File: src/rtl/cart_mem_arbiter.sv
// Shares the SDRAM cartridge-ROM port between the two cart mapper paths and the ROM loader.
// One transaction at a time: loader first, then round-robin between the carts.
module cart_mem_arbiter #(
    parameter int ADDR_W  = 25,
    parameter int TIMEOUT = 255
) (
    input  logic              clk,
    input  logic              reset,

    input  logic [ADDR_W-1:0] rom_base0,
    input  logic [ADDR_W-1:0] rom_base1,

    input  logic              ld_req,
    input  logic [ADDR_W-1:0] ld_addr,
    input  logic [7:0]        ld_data,
    output logic              ld_ack,

    input  logic              c0_req,
    input  logic [ADDR_W-1:0] c0_addr,
    input  logic              c0_unmaped,
    output logic              c0_ack,
    output logic [7:0]        c0_data,

    input  logic              c1_req,
    input  logic [ADDR_W-1:0] c1_addr,
    input  logic              c1_unmaped,
    output logic              c1_ack,
    output logic [7:0]        c1_data,

    output logic              mem_req,
    output logic [ADDR_W-1:0] mem_addr,
    output logic              mem_wr,
    output logic [7:0]        mem_din,
    input  logic              mem_ack,
    input  logic [7:0]        mem_dout,

    output logic              busy,
    output logic              timeout_err
);

    localparam int CNT_W = $clog2(TIMEOUT + 1);

    typedef enum logic [1:0] {IDLE, ISSUE, WAIT, DONE} state_t;
    typedef enum logic [1:0] {SRC_LD, SRC_C0, SRC_C1} src_t;

    state_t            state;
    state_t            state_nxt;
    src_t              src;
    logic              last_grant;
    logic [CNT_W-1:0]  wait_cnt;

    logic              grant_ld;
    logic              grant_c0;
    logic              grant_c1;
    logic              grant_any;
    logic              grant_unmapped;
    logic              mem_done;
    logic              timeout_hit;
    logic [ADDR_W-1:0] c0_abs;
    logic [ADDR_W-1:0] c1_abs;

    // Base + offset deliberately wraps inside the ADDR_W-bit space.
    assign c0_abs = rom_base0 + c0_addr;
    assign c1_abs = rom_base1 + c1_addr;

    // last_grant holds the index of the cart served most recently.
    always_comb begin
        // NOTE: every combinational output gets a default first so no path can infer a latch.
        grant_ld = ld_req;
        grant_c0 = 1'b0;
        grant_c1 = 1'b0;
        if (!ld_req) begin
            if (c0_req && c1_req) begin
                grant_c0 = last_grant;
                grant_c1 = !last_grant;
            end else begin
                grant_c0 = c0_req;
                grant_c1 = c1_req;
            end
        end
    end

    assign grant_any      = grant_ld | grant_c0 | grant_c1;
    assign grant_unmapped = (grant_c0 & c0_unmaped) | (grant_c1 & c1_unmaped);
    assign mem_done       = ((state == ISSUE) || (state == WAIT)) && mem_ack;
    assign timeout_hit    = (state == WAIT) && !mem_ack && (wait_cnt == CNT_W'(TIMEOUT));

    always_ff @(posedge clk) begin
        // NOTE: sequential state uses non-blocking assignments so every flop samples pre-edge values.
        if (!reset) begin
            state <= IDLE;
        end else begin
            state <= state_nxt;
        end
    end

    always_comb begin
        state_nxt = state;
        case (state)
            IDLE: begin
                if (grant_any) begin
                    state_nxt = grant_unmapped ? DONE : ISSUE;
                end
            end
            ISSUE:   state_nxt = mem_ack ? DONE : WAIT;
            WAIT: begin
                if (mem_ack || timeout_hit) begin
                    state_nxt = DONE;
                end
            end
            DONE:    state_nxt = IDLE;
            default: state_nxt = IDLE;
        endcase
    end

    always_comb begin
        busy    = (state != IDLE);
        mem_req = (state == ISSUE);
        ld_ack  = (state == DONE) && (src == SRC_LD);
        c0_ack  = (state == DONE) && (src == SRC_C0);
        c1_ack  = (state == DONE) && (src == SRC_C1);
    end

    // Grant capture, wait counter and read-data return.
    always_ff @(posedge clk) begin
        if (!reset) begin
            src         <= SRC_LD;
            last_grant  <= 1'b1;
            wait_cnt    <= '0;
            mem_addr    <= '0;
            mem_wr      <= 1'b0;
            mem_din     <= 8'h00;
            c0_data     <= 8'h00;
            c1_data     <= 8'h00;
            timeout_err <= 1'b0;
        end else begin
            case (state)
                IDLE: begin
                    if (grant_any) begin
                        if (grant_ld) begin
                            src <= SRC_LD;
                        end else if (grant_c0) begin
                            src <= SRC_C0;
                        end else begin
                            src <= SRC_C1;
                        end

                        if (grant_c0 || grant_c1) begin
                            last_grant <= grant_c1;
                        end

                        if (grant_ld) begin
                            mem_addr <= ld_addr;
                            mem_wr   <= 1'b1;
                            mem_din  <= ld_data;
                        end else if (!grant_unmapped) begin
                            mem_addr <= grant_c0 ? c0_abs : c1_abs;
                            mem_wr   <= 1'b0;
                            mem_din  <= 8'h00;
                        end

                        // Unmapped reads never touch memory and float high.
                        if (grant_c0 && c0_unmaped) begin
                            c0_data <= 8'hFF;
                        end
                        if (grant_c1 && c1_unmaped) begin
                            c1_data <= 8'hFF;
                        end
                    end
                end
                ISSUE:   wait_cnt <= '0;
                WAIT:    wait_cnt <= wait_cnt + CNT_W'(1);
                default: ;
            endcase

            if (mem_done || timeout_hit) begin
                if (src == SRC_C0) begin
                    c0_data <= mem_done ? mem_dout : 8'hFF;
                end
                if (src == SRC_C1) begin
                    c1_data <= mem_done ? mem_dout : 8'hFF;
                end
            end

            if (timeout_hit) begin
                timeout_err <= 1'b1;
            end
        end
    end

endmodule

File: config.mk
export PLATFORM = sky130hd
export DESIGN_NAME = cart_mem_arbiter
export DESIGN_NICKNAME = d
export VERILOG_FILES = /design/src/rtl/cart_mem_arbiter.sv
export SDC_FILE = /design/constraint.sdc
export NUM_CORES = 1
export LEC_CHECK = 0
export ABC_CLOCK_PERIOD_IN_PS = 7800
export BUFFER_PORTS_ARGS = -buffer_cell sky130_fd_sc_hd__buf_4
export CAP_MARGIN = 20
export CORE_ASPECT_RATIO = 0.6
export CORE_MARGIN = 4
export CORE_UTILIZATION = 50
export CTS_CLUSTER_SIZE = 24
export DETAILED_ROUTE_END_ITERATION = 6
export PLACE_DENSITY_LB_ADDON = 0.08
export SKIP_LAST_GASP = 1
export SLEW_MARGIN = 0
export SYNTH_ARGS = -nofsm -noshare
export SYNTH_HDL_FRONTEND = slang
export SYNTH_SLANG_ARGS = --single-unit
File: constraint.sdc
create_clock -name clk -period 7.8 [get_ports clk]
set_input_delay 1.17 -clock clk [delete_from_list [all_inputs] [get_ports clk]]
set_output_delay 1.17 -clock clk [all_outputs]
set_load 0.02 [all_outputs]
### After elaboration in Yosys (flattened, before gate mapping)

Index checks and enable logic that the tools add are counted.

| storage, ports and cells | value |
|---|---|
| register bits after elaboration | 64 |
| bits in latches | 0 |
| bits in writable memories | 0 |
| memory bits (read-only) | 0 |
| input port bits | 149 |
| output and inout port bits | 56 |
| logic and storage cells | 80 |
| memories kept | 0 |

| cells by class | value |
|---|---|
| add/sub/neg operators | 3 |
| multiply operators | 0 |
| divide/modulo/power cells | 0 |
| magnitude comparators | 0 |
| equality and inequality tests | 9 |
| shift-type cells | 0 |
| muxes and demuxes | 30 |
| bitwise operators | 5 |
| reduce and logical (&&, ||, !) cells | 23 |

Operators by type and width:

| cell | number |
|---|---|
| two-way mux 8 bit | 13 |
| two-way mux 25 bit | 3 |
| adder 25 bit | 2 |
| one-hot mux 8 bit (2 select lines) | 1 |
| two-way mux 2 bit | 5 |
| logical AND 1 bit | 9 |
| adder 8 x 1 -> 8 bit (second input constant) | 1 |
| equality test 8 bit (second input constant) | 1 |
| one-hot mux 2 bit (4 select lines) | 1 |
| two-way mux 1 bit | 7 |
| equality test 2 bit (second input constant) | 3 |
| AND reduction 3 bit | 2 |
| equality test 2 x 1 -> 1 bit (second input constant) | 2 |
| zero test 2 bit | 2 |
| logical OR 1 bit | 4 |
| inequality test 2 bit (second input constant) | 2 |
| AND reduction 2 bit | 2 |
| nonzero test 2 bit | 2 |
| bitwise OR 1 bit | 3 |
| bitwise AND 1 bit | 2 |
| zero test 1 bit | 2 |
| inequality test 2 x 1 -> 1 bit (second input constant) | 1 |

### Logic depth before layout (Yosys ltp)

Gate-level depths: netlist of the first run.

| logic depth | value |
|---|---|
| depth in word-level cells | 9 |
| mapped depth | 10 |
| depth with buffers taken out | 10 |

### Worst setup path before layout of the first run

Ideal clock, no wire load.

| timing | value |
|---|---|
| kind | input-to-reg |
| start point | input rom_base1[0] |
| end point | register mem_addr[22] |
| library setup time | 0.117 ns |
| data arrival time | 3.487 ns |
| data required time | 7.683 ns |
| slack | 4.196 ns |
| stages on the path | 10 |
| path buffers | 0 |
| path through | ha_1 > fa_1 > a211o_1 > a211oi_2 > o21a_2 > o221a_4 > o31ai_2 > or4_1 > and3_1 > a32o_1 |

| on the way | value |
|---|---|
| longest elaborated chain between the ends | 4 |

RTL lines:

| item | RTL line | text |
|---|---|---|
| start, declared | 11 | `input logic [ADDR_W-1:0] rom_base1,` |
| adder 25 bit | 64 | `assign c1_abs = rom_base1 + c1_addr;` |
| two-way mux 25 bit | 157 | `mem_addr <= grant_c0 ? c0_abs : c1_abs;` |
| two-way mux 25 bit | 156 | `end else if (!grant_unmapped) begin` |
| two-way mux 25 bit | 152 | `if (grant_ld) begin` |
| end signal, assigned | 153 | `mem_addr <= ld_addr;` |
| end signal, assigned | 157 |  |
| end, declared | 31 | `output logic [ADDR_W-1:0] mem_addr,` |

Every way passes these cells. The select of a mux whose other input is x is not followed.
A chain may end at the register's enable or synchronous reset.

### Worst setup path in the final report of the first run

| timing | value |
|---|---|
| start point | input rom_base0[0] |
| end point | register mem_addr[22] |

| on the way | value |
|---|---|
| longest elaborated chain between the ends | 4 |

RTL lines:

| item | RTL line | text |
|---|---|---|
| start, declared | 10 | `input logic [ADDR_W-1:0] rom_base0,` |
| adder 25 bit | 63 | `assign c0_abs = rom_base0 + c0_addr;` |
| two-way mux 25 bit | 157 |  |
| two-way mux 25 bit | 156 |  |
| two-way mux 25 bit | 152 |  |

Every way passes these cells. The select of a mux whose other input is x is not followed.

==> metrics, run 1 <==
run status=finished, final reports clean; Post-synth ARST share=0; Hold WC Path Type=register to register; area grow syn2layout=36.0%; Final ANT Viol Nets=0; PD cells=~240 nW/um^2; unrepaired setup endpoints after global routing=false; Initial Util=0.528; Clock Root Buffer=clkbuf_16; layout cell share with drive strength beyond 1=0.303; WL final=19.0 mm; GR Overflow Total=0; number of synthesized flops with an enable pin=0; total power=around 1800 uW; cell with the most instances after synthesis=dfxtp_1; Pleak=0.00331 uW; critical path class=input pin to register; post-synth top area share=0.239; Post-CTS Setup Bufs=0; DR pass1 iterations=5; fin crit share=0.484; max-slew violations=0; synthesized cell area=roughly 5400 um^2; Arr. time, crit path=about 4.0 ns; clock transition at the registers of the reported paths=approximately 0.060 ns; post-synthesis sequential area ratio=0.239; Ant. Diodes=0; Max Fclk=about 270 MHz; full die area=roughly 13000 um^2; syn_area_per_cell=~8.2 um^2; Initial DRC Count=570; Tightest Pin Transition=~0.88 ns; Final Hold Viols=0; Die Wd=~140 um; Post-Syn Instances=654; CTS tree=built; vias in the first global route=between 5000 and 6000; Critical Path Start Type=input pin; global-route wire length before repair=about 29 mm; number of cell rows=28; Nets=between 1000 and 1500; DPL Wire Length=~15 mm; Setup Skew=slightly above 0.008 ns; Synth Register Bits=64; H-tree levels=3; max cap viols=0; vias=~6000; Yosys warning count=0; overall routing resource usage=0.286; Worst slew margin=0.414; Post-CTS Resized=0; design area=7300 um^2; Placeable Area=between 10000 and 15000 um^2; later-pin clock latency in the skew report=about 0.34 ns; initial antenna violation count=0; crit-path max FO=3; dominant cell type by area after synthesis=dfxtp_1; Final setup viols=0; Fillers=about 830; WL per Instance=between 15 and 20 um; Mapped Nets=between 800 and 900; DR vias/cell=6.23; top cells by area, synth=dfxtp_1, ha_1, a21oi_1; hold_buf cts=0; IO Port Bufs=around 200; Yosys cell types=69; largest net degree at the start of global routing=53; top post-synthesis cells by count=dfxtp_1, a21oi_1, ha_1; # IOs=205; remaining routing DRC violations=0; placed inst area=about 6900 um^2; most used flip-flop cell after synthesis=dfxtp_1; CTS max path bufs=2; CP required=8.02 ns; Peak supply drop=approximately 0.19 mV; crit path time final=~3.8 ns; Final TNS setup=0 ns; clock sinks=64; total CTS buffers=9; Worst Setup End Kind=register; Die Ht=around 88 um; RePlAce Congestion=slightly below 1
==> path summary, 6_finish.rpt <==
path	from	to	slack (ns)	cells past startpoint
setup / recovery	rom_base0[0]	mem_addr[22]	4.03	11
hold / removal	mem_addr[1]	mem_addr[1]	0.46	2
setup reg to reg	last_grant	mem_din[3]	4.90	6
hold reg to reg	mem_addr[1]	mem_addr[1]	0.46	2
==> power by group <==
| part | leakage, uW | internal, uW | total [uW] | switching, uW |
|---|---|---|---|---|
| Combinational | 0.00262 | 355 | 839 | 484 |
| Clock | 0.000172 | 317 | 480 | 163 |
| Sequential | 0.000525 | 405 | 460 | 54.8 |
==> cell usage in the layout (no fill, tap or decap), types with 3 or more instances in the layout <==
cell type	netlist	routed
buf_4	0	205
dfxtp_1	64	64
a21oi_1	59	59
ha_1	54	54
nand2_1	53	53
o21ai_0	41	41
nor2_1	35	34
inv_1	22	22
xnor2_1	22	22
xor2_1	22	22
nand3_1	19	19
a21o_1	19	19
o211ai_1	18	18
o221a_2	17	17
nor2b_1	15	15
a211oi_1	14	14
a22oi_1	13	13
a31oi_1	13	13
nand4_1	12	12
nor3_1	9	9
clkbuf_16	0	9
and3_1	7	7
o21a_1	6	6
o21bai_1	6	6
a221oi_1	5	5
o211a_1	4	4
o221ai_1	4	4
o2111ai_1	4	4
or3_1	4	4
a21boi_0	4	4
or2_2	3	3
a32o_1	3	3
a41oi_1	3	3
and4_1	3	3
or4_1	3	3
o311ai_0	3	3
bufinv_16	0	3
==> per-layer routing <==
metal  up-vias  global-route usage  share of wire
li1       2890                   -              -
met1      2833               0.396           0.44
met2       367               0.451           0.44
met3        32              0.0675           0.11
met4         0              0.0836          0.022
met5         -                   0              0
==> registers in the layout, indices dropped and copies added (netlist names), 2 cells and up <==
register and count:
mem_addr 25, mem_din 8, c0_data 8, c1_data 8
src 2, wait_cnt 8, state 2
==> per-stage QoR <==
stage | setup WS, ns | hold WS, ns | cells | util
6_report | 4.03 | 0.458 | 983 | 0.718
5_1_grt | 3.95 | 0.494 | 983 | 0.718
4_1_cts | 4.12 | 0.465 | 982 | 0.717
3_5_place_dp | 3.79 | 0.457 | 966 | 0.683
3_3_place_gp | 3.53 | 0.444 | 965 | 0.680
2_1_floorplan | 4.20 | 0.466 | 654 | -
==> worst max-delay path: stages <==
cell and delay [ns]:
buf_4 0.11, ha_1 0.23, fa_1 0.43, a211oi_1 0.36, o211ai_1 0.26, a21oi_1 0.31
nor3_1 0.12, or3_1 0.34, o311ai_0 0.33, a21oi_1 0.11, a32o_1 0.22
==> area by class of cell <==
cell class | count | area, um^2 | share of cell area
Multi-Input combinational cell | 539 | 3830 | 0.525
Timing Repair Buffer | 207 | 1580 | 0.216
Sequential cell | 64 | 1280 | 0.176
Clock buffer | 9 | 225 | 0.0309
Tap cell | 135 | 169 | 0.0231
Clock inverter | 7 | 128 | 0.0175
Inverter | 22 | 82.6 | 0.0113
==> cell families (layout without fill, tap and decap cells) <==
family / after synthesis / after routing / share of synthesized area
buf+inv: 51 / 245 / 0.0473
flops: 64 / 64 / 0.239
fa+ha+maj: 56 / 56 / 0.133
mux: 2 / 2 / 0.00373
xor+xnor: 44 / 44 / 0.0718
compound gates: 259 / 259 / 0.340
simple gates: 178 / 178 / 0.165
Power figures use the tool's default switching activity.
==> inputs of run 2 (changes only) <==
--- a/config.mk
+++ b/config.mk
@@ -5,7 +5,7 @@
 export SDC_FILE = /design/constraint.sdc
 export NUM_CORES = 1
 export LEC_CHECK = 0
-export ABC_CLOCK_PERIOD_IN_PS = 7800
+export ABC_CLOCK_PERIOD_IN_PS = 3900
 export BUFFER_PORTS_ARGS = -buffer_cell sky130_fd_sc_hd__buf_4
 export CAP_MARGIN = 20
 export CORE_ASPECT_RATIO = 0.6
==> constraint.sdc (replaced) <==
create_clock -name clk -period 3.9 [get_ports clk]
set_input_delay 0.585 -clock clk [delete_from_list [all_inputs] [get_ports clk]]
set_output_delay 0.585 -clock clk [all_outputs]
set_load 0.02 [all_outputs]
==> metrics, run 2 (synthesized netlist as in run 1, its figures left out) <==
run status=finished, final reports clean; Worst slew margin=0.555 (+0.140); Placeable Area=10200 um^2 (unchanged); global-route wire length before repair=29.5 mm (+2.0%); CTS max path bufs=2 (unchanged); Placed Cells=970 (+0.41%); later-pin clock latency in the skew report=0.33 ns (about the same); clock transition at the registers of the reported paths=0.06 ns (about the same); hold_buf cts=0 (unchanged); DPL Wire Length=15.3 mm (+1.9%); Final Hold Viols=0 (unchanged); GR Overflow Total=0 (unchanged); Die Wd=142 um (unchanged); layout cell share with drive strength beyond 1=0.306 (+0.00246); crit path time final=slightly above 3 ns; most used cell, CP=a21oi_1; RR Endpoint=mem_addr[23]; vias in the first global route=5792 (-0.97%); CP required=4.13 ns (-3.89 ns); fin crit share=0.791; Peak supply drop=0.331 mV (+76%); critical path's slowest cell=fa_1; DR pass1 iterations=5 (unchanged); IO Port Bufs=204 (unchanged); most common cell after layout, fill and taps aside=buf_4; Ant. Diodes=0 (unchanged); Setup crit end=mem_addr[22]; PD cells=478 nW/um^2 (+96%); max cap viols=0 (unchanged); Pleak=0.00330 uW (-0.29%); CTS tree=built; Final setup viols=0 (unchanged); clock sinks=64 (unchanged); Post-CTS Resized=0 (unchanged); Clock Root Buffer=clkbuf_16; crit-path max FO=3 (unchanged); Post-CTS Setup Bufs=0 (unchanged); WL final=19.3 mm (+1.7%); commonest non-fill, non-tap cells in the layout=buf_4, dfxtp_1, a21oi_1, ha_1, nand2_1; Critical Path Source=rom_base0[0]; largest net degree at the start of global routing=53 (unchanged); Critical Path Start Type=input pin; RePlAce Congestion=0.971 (-2.2%); max-slew violations=0 (unchanged); Max Fclk=between 300 and 400 MHz; WL per Instance=19.6 um (+1.4%); vias=6083 (-0.64%); Arr. time, crit path=3.31 ns (-0.69 ns); Setup WS post-layout=0.815 ns (-3.21 ns); final cell count without fillers=986 (+0.31%); Worst Setup End Kind=register; Largest Register=mem_addr; Final ANT Viol Nets=0 (unchanged); design area=7270 um^2 (-0.36%); Hold WC Path Type=register to register; Tightest Pin Transition=0.664 ns (-0.215 ns); H-tree levels=3 (unchanged); DR vias/cell=6.17 (-0.94%); r2r startpoint=last_grant; max reg flops=25 (unchanged); Die Ht=88.3 um (unchanged); initial antenna violation count=0 (unchanged); Setup Skew=0.00724 ns (-0.000833 ns); CP max stage delay=0.43 ns (about the same); total CTS buffers=9 (unchanged); area grow syn2layout=35.5%; worst path cell trace=buf_4 -> ha_1 -> fa_1 -> a211oi_1 -> o211ai_1 -> a21oi_1 -> nor3_1 -> or3_1 -> o311ai_0 -> a21oi_1 -> a32o_1; critical path class=input pin to register; Initial Util=0.528 (unchanged); number of cell rows=28 (unchanged); hold_ws=0.464 ns (+0.00601 ns); worst r2r path cells=7 (+1); Final TNS setup=0 ns (unchanged); overall routing resource usage=0.293 (+0.00699); Nets=1051 (+0.29%); setup slack, reg-to-reg=1.43 ns (-3.47 ns); placed inst area=6940 um^2 (+0.14%); remaining routing DRC violations=0 (unchanged); Initial DRC Count=487 (-15%); full die area=12500 um^2 (unchanged); # IOs=205 (unchanged); unrepaired setup endpoints after global routing=false; pre-CTS setup slack=0.568 ns (-3.22 ns)
run 2: metrics by stage:
step / power [uW] / utilization
after global placement: 2510 / 0.683
after detailed placement: 2560 / 0.683
final: 3470 / 0.716
after CTS: 3450 / 0.716
after floorplan: 1950 / -
after global routing: 3650 / 0.716
run 2: layout make-up:
type | count | area (um^2)
Multi-Input combinational cell | 539 | 3830
Fill cell | 844 | 2890
Clock inverter | 7 | 103
Clock buffer | 9 | 225
Timing Repair Buffer | 210 | 1580
Inverter | 22 | 82.6
Sequential cell | 64 | 1280
Tap cell | 135 | 169
run 2: report_power, final:
group | internal [uW] | switching, uW
clock network | 566 | 320
logic | 690 | 977
registers | 810 | 112
total | 2070 | 1410
run 2: worst min path at each step:
stage | from | to | slack [ns] | cells past startpoint
floorplan | src[1] | src[1] | 0.47 | 2
global placement | mem_addr[1] | mem_addr[1] | 0.44 | 2
detailed placement | mem_addr[0] | mem_addr[0] | 0.46 | 2
CTS | mem_addr[0] | mem_addr[0] | 0.47 | 2
global route | mem_addr[1] | mem_addr[1] | 0.49 | 2
finish | mem_addr[0] | mem_addr[0] | 0.46 | 2
run 2: layer usage:
metal  track usage  vias to the layer above  wire [um]
met5             0                        -          0
met2         0.471                      335       8560
met3        0.0583                       27       1930
met1         0.413                     2827       8540
li1              -                     2894          -
met4        0.0636                        0        261
run 2: worst max-delay path: cells and delay by family:
kind	cells	cell delay (ns)
compound gates	6	1.52
fa+ha+maj	2	0.66
buf+inv	1	0.11
simple gates	2	0.44
==> inputs of run 3 (changes only) <==
--- a/config.mk
+++ b/config.mk
@@ -5,12 +5,12 @@
 export SDC_FILE = /design/constraint.sdc
 export NUM_CORES = 1
 export LEC_CHECK = 0
-export ABC_CLOCK_PERIOD_IN_PS = 3900
+export ABC_CLOCK_PERIOD_IN_PS = 2600
 export BUFFER_PORTS_ARGS = -buffer_cell sky130_fd_sc_hd__buf_4
 export CAP_MARGIN = 20
 export CORE_ASPECT_RATIO = 0.6
 export CORE_MARGIN = 4
-export CORE_UTILIZATION = 50
+export CORE_UTILIZATION = 46
 export CTS_CLUSTER_SIZE = 24
 export DETAILED_ROUTE_END_ITERATION = 6
 export PLACE_DENSITY_LB_ADDON = 0.08
==> constraint.sdc (replaced) <==
create_clock -name clk -period 2.6 [get_ports clk]
set_input_delay 0.39 -clock clk [delete_from_list [all_inputs] [get_ports clk]]
set_output_delay 0.39 -clock clk [all_outputs]
set_load 0.02 [all_outputs]
==> metrics, run 3 (synthesized netlist as in run 1, its figures left out) <==
Placeable Area=11300 um^2 (+12%); remaining routing DRC violations=0 (unchanged); hold_ws=0.320 ns (-0.145 ns); overall routing resource usage=0.278 (-0.0149); Nets=1125 (+7.0%); Max Fclk=about 380 MHz; Worst slew margin=0.549 (-0.00579); commonest non-fill, non-tap cells in the layout=buf_4, dfxtp_1, a21oi_1, nand2_1, ha_1; CTS max path bufs=2 (unchanged); max-slew violations=0 (unchanged); Final setup viols=1 (+1); critical path class=input pin to register; WL per Instance=18.1 um (-7.3%); Ant. Diodes=0 (unchanged); later-pin clock latency in the skew report=0.33 ns (about the same); area grow syn2layout=48.1%; Final ANT Viol Nets=0 (unchanged); Switching Fraction=0.388 (-0.0170); DR pass1 iterations=5 (unchanged); Arr. time, crit path=2.85 ns (-0.46 ns); Setup crit end=mem_addr[22]; hold_buf cts=0 (unchanged); Setup WS post-layout=-0.0221 ns (-0.837 ns); unrepaired setup endpoints after global routing=true; Peak supply drop=0.565 mV (+71%); design area=7950 um^2 (+9.3%); RR Endpoint=state[0]; largest net degree at the start of global routing=53 (unchanged); RePlAce Congestion=0.971 (about the same); worst r2r path cells=7 (unchanged); run status=finished, violations left; Die Wd=147 um (+4.0%); r2r startpoint=state[0]; IO Port Bufs=204 (unchanged); placed inst area=7540 um^2 (+8.6%); total CTS buffers=9 (unchanged); Largest Register=mem_addr; Int Pwr=3350 uW (+62%); Final Hold Viols=0 (unchanged); Tightest Pin Transition=0.672 ns (+0.00862 ns); Fillers=977 (+16%); initial antenna violation count=0 (unchanged); crit path time final=2.62 ns; CP required=2.82 ns (-1.31 ns); utilization after layout=0.701 (-0.0147); CTS tree=built; full die area=13500 um^2 (+8.0%); Clock Power Share=0.259 (+0.004); # IOs=205 (unchanged); Pleak=0.00368 uW (+11%); Critical Path Source=c1_addr[0]; fin crit share=1.01; Die Ht=91.7 um (+3.9%); global-route wire length before repair=30.9 mm (+4.9%); layout cell share with drive strength beyond 1=0.371 (+0.0653); DR vias/cell=5.93 (-4.0%); vias in the first global route=6221 (+7.4%); Setup Skew=0.00559 ns (-0.00165 ns); Initial DRC Count=516 (+6.0%); Initial Util=0.474 (-0.0548); WL final=19.7 mm (+2.0%); Clock Root Buffer=clkbuf_16; Critical Path Start Type=input pin; Hold WC Path Type=input pin to register; vias=6429 (+5.7%); Placed Cells=1068 (+10%); failing checks=setup timing; pre-CTS setup slack=-0.628 ns (-1.20 ns); max cap viols=0 (unchanged); setup slack, reg-to-reg=0.46 ns (-0.97 ns); Gate power share=0.490 (+0.010); DPL Wire Length=16.0 mm (+4.6%); Worst Setup End Kind=register; Seq pwr share=0.250 (-0.015); H-tree levels=3 (unchanged); most common cell after layout, fill and taps aside=buf_4; number of cell rows=30 (+7.1%); GR Overflow Total=0 (unchanged); crit-path max FO=2 (-1); clock transition at the registers of the reported paths=0.06 ns (about the same); clock sinks=64 (unchanged); final cell count without fillers=1085 (+10%); PD cells=689 nW/um^2 (+44%); max reg flops=25 (unchanged); P_sw=2130 uW (+51%)
-- run 3: cell types whose count changed in the layout (fill, tap and decap cells not counted), moves of 2 or more --
| cell | delta |
|---|---|
| buf_4 | +72 |
| buf_6 | +2 |
| fa_1 | -2 |
| fa_2 | +2 |
| ha_1 | -2 |
| ha_4 | +2 |
| nor3_1 | -2 |
| nor3_2 | +2 |
| o21ai_0 | -2 |
| o21ai_1 | +2 |
-- run 3: area by class of cell --
cell class                      count  area (um^2)  share of cell area
Multi-Input combinational cell    539         3890               0.490
Timing Repair Buffer              284         2140               0.269
Sequential cell                    64         1280               0.161
Clock buffer                        9          225              0.0283
Tap cell                          160          200              0.0252
Clock inverter                      7          128              0.0161
Inverter                           22         82.6              0.0104
-- run 3: worst max-delay path, stage by stage --
cell and delay [ns]:
buf_4 0.12, ha_4 0.16, fa_2 0.36, a211o_1 0.33, a211oi_2 0.23, o21a_2 0.21
o221a_4 0.21, o31ai_2 0.07, or4_1 0.40, and3_1 0.16, a32o_1 0.20
-- run 3: worst min path at each step --
stage	start	to	slack, ns	cells after the start
after floorplan	src[1]	src[1]	0.47	2
after global placement	mem_addr[4]	mem_addr[4]	0.45	2
after detailed placement	mem_addr[1]	mem_addr[1]	0.45	2
after CTS	ld_data[2]	mem_din[2]	0.32	3
after global routing	mem_dout[4]	c0_data[4]	0.33	2
final	ld_data[2]	mem_din[2]	0.32	3
-- run 3: power groups by stage --
stage / Clock (uW) / Sequential [uW] / Combinational [uW]
floorplan: 0 / 1590 / 1330
global placement: 0 / 1380 / 2560
detailed placement: 0 / 1380 / 2640
CTS: 1430 / 1370 / 2660
global route: 1480 / 1400 / 2890
finish: 1420 / 1370 / 2690
-- run 3: through the flow --
| step | power (uW) | TNS, ns |
|---|---|---|
| 5_1_grt | 5760 | -0.131 |
| 4_1_cts | 5460 | 0 |
| 3_5_place_dp | 4020 | -3.36 |
| 2_1_floorplan | 2920 | -0.131 |
| 3_3_place_gp | 3940 | -2.49 |
| 6_report | 5480 | -0.0221 |
-- run 3: timing repair --
item                                    4_1_cts  5_1_grt
pin swaps                                     5       12
endpoints found under the setup margin        2       10
buffers inserted                              1        0
hold endpoints to repair                      0        0
gates resized for setup                       5        8
-- run 3: routing by layer --
| metal | up-vias | GRT usage | wire length [um] |
|---|---|---|---|
| met4 | 0 | 0.0705 | 304 |
| li1 | 3044 | - | - |
| met2 | 361 | 0.449 | 8720 |
| met1 | 2996 | 0.375 | 8550 |
| met3 | 28 | 0.0696 | 2110 |
| met5 | - | 0 | 0 |
